File: src/rtl/interrupt_controller_if.sv
// Interrupt-acknowledge handshake between the interrupt controller (master)
// and the pipeline fetch/IACK chain (slave).
interface interrupt_controller_if #(
    parameter int ID_W = 3
);
    logic            int_req;
    logic [31:0]     vector_pc;
    logic [ID_W-1:0] active_id;
    logic            busy;
    logic            IACK_in;
    logic            eoi;

    modport master (
        output int_req,
        output vector_pc,
        output active_id,
        output busy,
        input  IACK_in,
        input  eoi
    );

    modport slave (
        input  int_req,
        input  vector_pc,
        input  active_id,
        input  busy,
        output IACK_in,
        output eoi
    );
endinterface

File: src/rtl/interrupt_controller.sv
// Requester side of the interrupt-acknowledge protocol.
// Latches rising edges of the device lines, masks and prioritises them
// (index 0 highest), requests the fetch stage with a vector PC, waits for
// IACK and tracks the in-service interrupt until end-of-interrupt.
// Optional build macro NESTED_IRQ_EN: a per-line in-service register lets a
// higher-priority interrupt pre-empt the one being serviced.
module interrupt_controller #(
    parameter int          ID_W         = 3,
    parameter logic [31:0] VECTOR_BASE  = 32'h0000_0080,
    parameter int          VECTOR_SHIFT = 3
) (
    input  logic                     clk,
    input  logic                     reset,
    input  logic [(1 << ID_W)-1:0]   irq_in,
    input  logic                     mask_we,
    input  logic [(1 << ID_W)-1:0]   mask_wdata,
    output logic [(1 << ID_W)-1:0]   mask_out,
    output logic [(1 << ID_W)-1:0]   pending_out,
    interrupt_controller_if.master   bus
);
    localparam int NUM_IRQ = 1 << ID_W;

    typedef enum logic [1:0] {
        IDLE    = 2'd0,
        REQ     = 2'd1,
        SERVICE = 2'd2
    } state_t;

    state_t             state;
    logic [NUM_IRQ-1:0] irq_prev;
    logic [NUM_IRQ-1:0] pending;
    logic [NUM_IRQ-1:0] mask;
    logic [NUM_IRQ-1:0] edge_det;
    logic [NUM_IRQ-1:0] clr;
    logic [NUM_IRQ-1:0] eligible;
    logic               cand_vld;
    logic [ID_W-1:0]    cand_id;
    logic               int_req;
    logic [31:0]        vector_pc;
    logic [ID_W-1:0]    req_id;

    // Index of the lowest set bit; zero when nothing is set.
    function automatic logic [ID_W-1:0] lowest_set(input logic [NUM_IRQ-1:0] v);
        logic [ID_W-1:0] idx;
        idx = '0;
        for (int i = NUM_IRQ - 1; i >= 0; i--) begin
            if (v[i]) idx = ID_W'(i);
        end
        return idx;
    endfunction

    function automatic logic [NUM_IRQ-1:0] onehot(input logic [ID_W-1:0] id);
        logic [NUM_IRQ-1:0] r;
        r     = '0;
        r[id] = 1'b1;
        return r;
    endfunction

    function automatic logic [31:0] vec_of(input logic [ID_W-1:0] id);
        logic [31:0] ext;
        ext = 32'(id);
        return VECTOR_BASE + (ext << VECTOR_SHIFT);
    endfunction

    assign edge_det    = irq_in & ~irq_prev;
    assign eligible    = pending & ~mask;
    assign cand_vld    = |eligible;
    assign cand_id     = lowest_set(eligible);
    assign mask_out    = mask;
    assign pending_out = pending;

    assign bus.int_req   = int_req;
    assign bus.vector_pc = vector_pc;

    // The acknowledged request's pending bit is cleared on the IACK edge.
    always_comb begin
        clr = '0;
        if (state == REQ && bus.IACK_in) clr = onehot(req_id);
    end

    // Edge detector, pending latch (a same-cycle edge beats the clear) and mask.
    always_ff @(posedge clk) begin
        if (reset) begin
            irq_prev <= '0;
            pending  <= '0;
            mask     <= '1;
        end else begin
            irq_prev <= irq_in;
            pending  <= (pending & ~clr) | edge_det;
            if (mask_we) mask <= mask_wdata;
        end
    end

`ifdef NESTED_IRQ_EN
    logic [NUM_IRQ-1:0] in_service;
    logic [ID_W-1:0]    isr_id;
    logic               preempt_ok;

    assign isr_id        = lowest_set(in_service);
    assign preempt_ok    = (in_service == '0) || (cand_id < isr_id);
    assign bus.busy      = int_req | (|in_service);
    assign bus.active_id = int_req ? req_id : isr_id;

    // Request FSM with nesting: IDLE also covers "servicing, nothing new to ask".
    always_ff @(posedge clk) begin
        if (reset) begin
            state      <= IDLE;
            int_req    <= 1'b0;
            vector_pc  <= '0;
            req_id     <= '0;
            in_service <= '0;
        end else begin
            case (state)
                IDLE: begin
                    if (bus.eoi && (in_service != '0))
                        in_service <= in_service & ~onehot(isr_id);
                    if (cand_vld && preempt_ok) begin
                        req_id    <= cand_id;
                        vector_pc <= vec_of(cand_id);
                        int_req   <= 1'b1;
                        state     <= REQ;
                    end
                end
                REQ: begin
                    if (bus.IACK_in) begin
                        in_service <= in_service | onehot(req_id);
                        int_req    <= 1'b0;
                        state      <= IDLE;
                    end
                end
                default: state <= IDLE;
            endcase
        end
    end
`else
    logic busy;

    assign bus.busy      = busy;
    assign bus.active_id = req_id;

    // Request FSM: one interrupt at a time, committed request held until IACK.
    always_ff @(posedge clk) begin
        if (reset) begin
            state     <= IDLE;
            int_req   <= 1'b0;
            vector_pc <= '0;
            req_id    <= '0;
            busy      <= 1'b0;
        end else begin
            case (state)
                IDLE: begin
                    if (cand_vld) begin
                        req_id    <= cand_id;
                        vector_pc <= vec_of(cand_id);
                        int_req   <= 1'b1;
                        busy      <= 1'b1;
                        state     <= REQ;
                    end
                end
                REQ: begin
                    if (bus.IACK_in) begin
                        int_req <= 1'b0;
                        state   <= SERVICE;
                    end
                end
                SERVICE: begin
                    if (bus.eoi) begin
                        busy  <= 1'b0;
                        state <= IDLE;
                    end
                end
                default: state <= IDLE;
            endcase
        end
    end
`endif
endmodule
File: src/flat_wrapper.sv
// flat-port wrapper written by rule: the top's interface ports become plain ports
module interrupt_controller_flat 
#(
    parameter int          ID_W         = 3,
    parameter logic [31:0] VECTOR_BASE  = 32'h0000_0080,
    parameter int          VECTOR_SHIFT = 3
)
  (clk, reset, irq_in, mask_we, mask_wdata, mask_out, pending_out, bus_int_req, bus_vector_pc, bus_active_id, bus_busy, bus_IACK_in, bus_eoi);
  interrupt_controller_if #(.ID_W(ID_W)) bus_i ();
  input  logic clk;
  input  logic reset;
  input  logic [(1 << ID_W)-1:0] irq_in;
  input  logic mask_we;
  input  logic [(1 << ID_W)-1:0] mask_wdata;
  output logic [(1 << ID_W)-1:0] mask_out;
  output logic [(1 << ID_W)-1:0] pending_out;
  output wire logic [$bits(bus_i.int_req)-1:0] bus_int_req;
  output wire logic [$bits(bus_i.vector_pc)-1:0] bus_vector_pc;
  output wire logic [$bits(bus_i.active_id)-1:0] bus_active_id;
  output wire logic [$bits(bus_i.busy)-1:0] bus_busy;
  input wire logic [$bits(bus_i.IACK_in)-1:0] bus_IACK_in;
  input wire logic [$bits(bus_i.eoi)-1:0] bus_eoi;
  assign bus_int_req = bus_i.int_req;
  assign bus_vector_pc = bus_i.vector_pc;
  assign bus_active_id = bus_i.active_id;
  assign bus_busy = bus_i.busy;
  assign bus_i.IACK_in = bus_IACK_in;
  assign bus_i.eoi = bus_eoi;
  interrupt_controller #(.ID_W(ID_W), .VECTOR_BASE(VECTOR_BASE), .VECTOR_SHIFT(VECTOR_SHIFT)) u_core (.clk(clk), .reset(reset), .irq_in(irq_in), .mask_we(mask_we), .mask_wdata(mask_wdata), .mask_out(mask_out), .pending_out(pending_out), .bus(bus_i));
endmodule
File: config.mk
export PLATFORM = sky130hd
export DESIGN_NAME = interrupt_controller_flat
export DESIGN_NICKNAME = d
export VERILOG_FILES = /design/src/rtl/interrupt_controller_if.sv /design/src/rtl/interrupt_controller.sv /design/src/flat_wrapper.sv
export SDC_FILE = /design/constraint.sdc
export NUM_CORES = 1
export LEC_CHECK = 0
export ABC_AREA = 1
export CAP_MARGIN = 5
export CORE_MARGIN = 2
export CORE_UTILIZATION = 40
export CTS_CLUSTER_SIZE = 12
export DETAILED_ROUTE_END_ITERATION = 12
export MAX_ROUTING_LAYER = met4
export PLACE_DENSITY_LB_ADDON = 0.12
export SLEW_MARGIN = 20
export SYNTH_ARGS = -nofsm -noshare
export SYNTH_HDL_FRONTEND = slang
export SYNTH_SLANG_ARGS = --single-unit
File: constraint.sdc
create_clock -name clk -period 1.3 [get_ports clk]
set_input_delay 0.195 -clock clk [delete_from_list [all_inputs] [get_ports clk]]
set_output_delay 0.195 -clock clk [all_outputs]
set_load 0.005 [all_outputs]
==> results.json <==
{
  "ff2ff_path_depth": 8,
  "cts_num_sinks": 32,
  "drive_above_1_share_pct": 24.2,
  "dpl_cell_area_um2": 1900,
  "drt_iter0_drc": 26,
  "seq_area_frac_synth_pct": 43.2,
  "cts_root_buf": "clkbuf_8",
  "netlist_instances": 190,
  "ys_ff_latch": 32,
  "crit_type": "reg -> reg",
  "antenna_cells": 0,
  "arrival_ps": 1370,
  "holdCritStartpoint": "u_core.irq_prev[5]$_SDFF_PP0_",
  "synthArstFlopShare_pct": 0,
  "tns_ps": 0,
  "htreeDepth": 2,
  "synth_top_area_cell": "dfxtp_1",
  "yosysWarningCount": 0,
  "insertion_delay_ps": 270,
  "grt_use_total_pct": 16.7,
  "setup_ws_ps": 93.1,
  "hold_buffers": 0,
  "endpoint_kind": "flip-flop",
  "dr.pass1.iters": 4,
  "fin_util_pct": 58.3,
  "timing.final.crit_share_pct": 92.8,
  "clockBufferDepth": 2,
  "p_total_mw": 2.46,
  "grt_overflow": 0,
  "finalHoldViolations": 0,
  "maxCapViolCount": 0,
  "die_y_um": 64.9,
  "cts_buffers": 5,
  "remaining_drc_errors": 0,
  "routed_wl_mm": 3.19,
  "r2r_slack_ps": 90,
  "syn_area_um2": 1480,
  "fp-row-count": 22,
  "r2r_end": "u_core.bus.int_req$_SDFFE_PP0P_",
  "synth_area_leaders": "dfxtp_1, buf_4, nand2_1",
  "final_max_slew_viol_count": 0,
  "ir_drop_uv": 714,
  "period_minus_slack_ps": 1210,
  "final_area_um2": 2100,
  "ios": 74,
  "portBuffers": 45,
  "power_density_nw_per_um2": 1170,
  "tritoncts": "yes",
  "fp.coreArea_um2": 3610,
  "syn2layout_area_growth_pct": 41.8,
  "min_to": "u_core.pending_out[5]$_SDFF_PP0_",
  "syn_area_per_cell_um2": 7.80,
  "hold_path_depth": 1,
  "clkTransAtPathRegs_ps": 60,
  "dieArea_um2": 4210,
  "worst_clock_skew_ps": 1.41,
  "grt_start_max_net_pins": 17,
  "antenna_found_initial": 0,
  "start_util_pct": 41.1,
  "grt_pass1_wl_mm": 5.29,
  "hp-class": "reg -> reg",
  "reg2reg_from": "u_core.pending_out[3]$_SDFF_PP0_",
  "grt_pass1_vias": 1206,
  "status": "finished clean",
  "place_ws_ps": 42.0,
  "nets": 273,
  "routed-via-count": 1297,
  "vias_per_cell": 4.32,
  "wl_per_cell_um": 10.6,
  "ant_nets": 0,
  "dieWidth_um": 64.9,
  "fmax_ghz": 0.829,
  "cp-start-kind": "flip-flop",
  "cp_max_fo": 4,
  "fin_cells": 300,
  "synth_edf_count": 0,
  "p_leak_nw": 1.11,
  "dp.cells": 283,
  "fin_hold_ws_ps": 419,
  "synth_flop_cell": "dfxtp_1",
  "yosysTopAreaCellShare_pct": 43.2,
  "ys_types": 20,
  "required_ps": 1460,
  "ys_top_cells_by_count": "dfxtp_1, nand2_1, buf_4",
  "routabilityCongestion": 0.729,
  "final-setup-viol-count": 0,
  "dp_hpwl_mm": 2.30
}
what timing repair did:
item / CTS / global route
resized for setup: 30 / 20
endpoints found under the setup margin: 22 / 12
setup buffers: 7 / 3
pin swaps: 0 / 4
registers in the layout (all words and copies together), names as in the netlist:
signal	cells
u_core.bus.active_id	2
u_core.bus.busy	1
u_core.bus.int_req	1
u_core.bus.vector_pc	2
u_core.irq_prev	8
u_core.mask_out	8
u_core.pending_out	8
u_core.state	2
cells by family after synthesis:
kind of cell,share of synthesized area [%]
AO/OA/AOI/OAI,17.3
AND/OR/NAND/NOR,16.0
flip-flops,43.2
buffers and inverters,23.2
other,0.253
where the power goes:
part	internal, mW	switching (mW)
logic	0.315	0.306
clock network	0.363	0.334
registers	1.08	0.0556
total	1.76	0.696
worst max-delay path, cell delays in order, from the launching register on:
cell     delay [ps]
dfxtp_2         320
buf_4           140
nand2_2          80
nand2_2          60
nor2_2          130
nand2_1          70
nand2_2         110
buf_4           140
a21oi_1          50
metal layers:
metal	track usage [%]	routed length, µm	share of wire, %
met1	19.8	1400	44
met5	-	0	0
met4	3.19	17	0.53
met3	6.77	218	6.8
met2	26.9	1550	49
cells in the final DEF (no fill, tap or decap), drive strengths merged:
master	instances
a21oi	15
or2	1
nand2	33
clkbuf	6
clkdlybuf4s50	20
dlygate4sd2	17
inv	25
dlymetal6s2s	8
o22ai	8
buf	17
nand3b	1
nand3	9
o21ai	18
clkinv	2
dfxtp	32
conb	28
o31ai	1
nor2	11
layout make-up:
cell class | instances | area (µm²)
Inverter | 26 | 103
Clock buffer | 6 | 72.6
Sequential cell | 32 | 658
Timing Repair Buffer | 62 | 577
Multi-Input combinational cell | 125 | 626
Fill cell | 369 | 1510
Clock inverter | 1 | 5.00
Tap cell | 48 | 60.1
how the worst max path moves through the flow:
stage	from	endpoint	slack, ps	cells past startpoint
after floorplan	u_core.state[0]$_SDFFE_PP0P_	u_core.pending_out[7]$_SDFF_PP0_	220	6
after global placement	reset	u_core.pending_out[1]$_SDFF_PP0_	70	5
after detailed placement	bus_IACK_in	u_core.pending_out[0]$_SDFF_PP0_	40	6
after CTS	u_core.pending_out[3]$_SDFF_PP0_	pending_out[3]	0.6	1
after global routing	u_core.pending_out[7]$_SDFF_PP0_	u_core.bus.active_id[1]$_SDFFE_PP0P_	-20	9
final	u_core.pending_out[3]$_SDFF_PP0_	u_core.bus.int_req$_SDFFE_PP0P_	90	8
(Power assumes the default switching activity.)
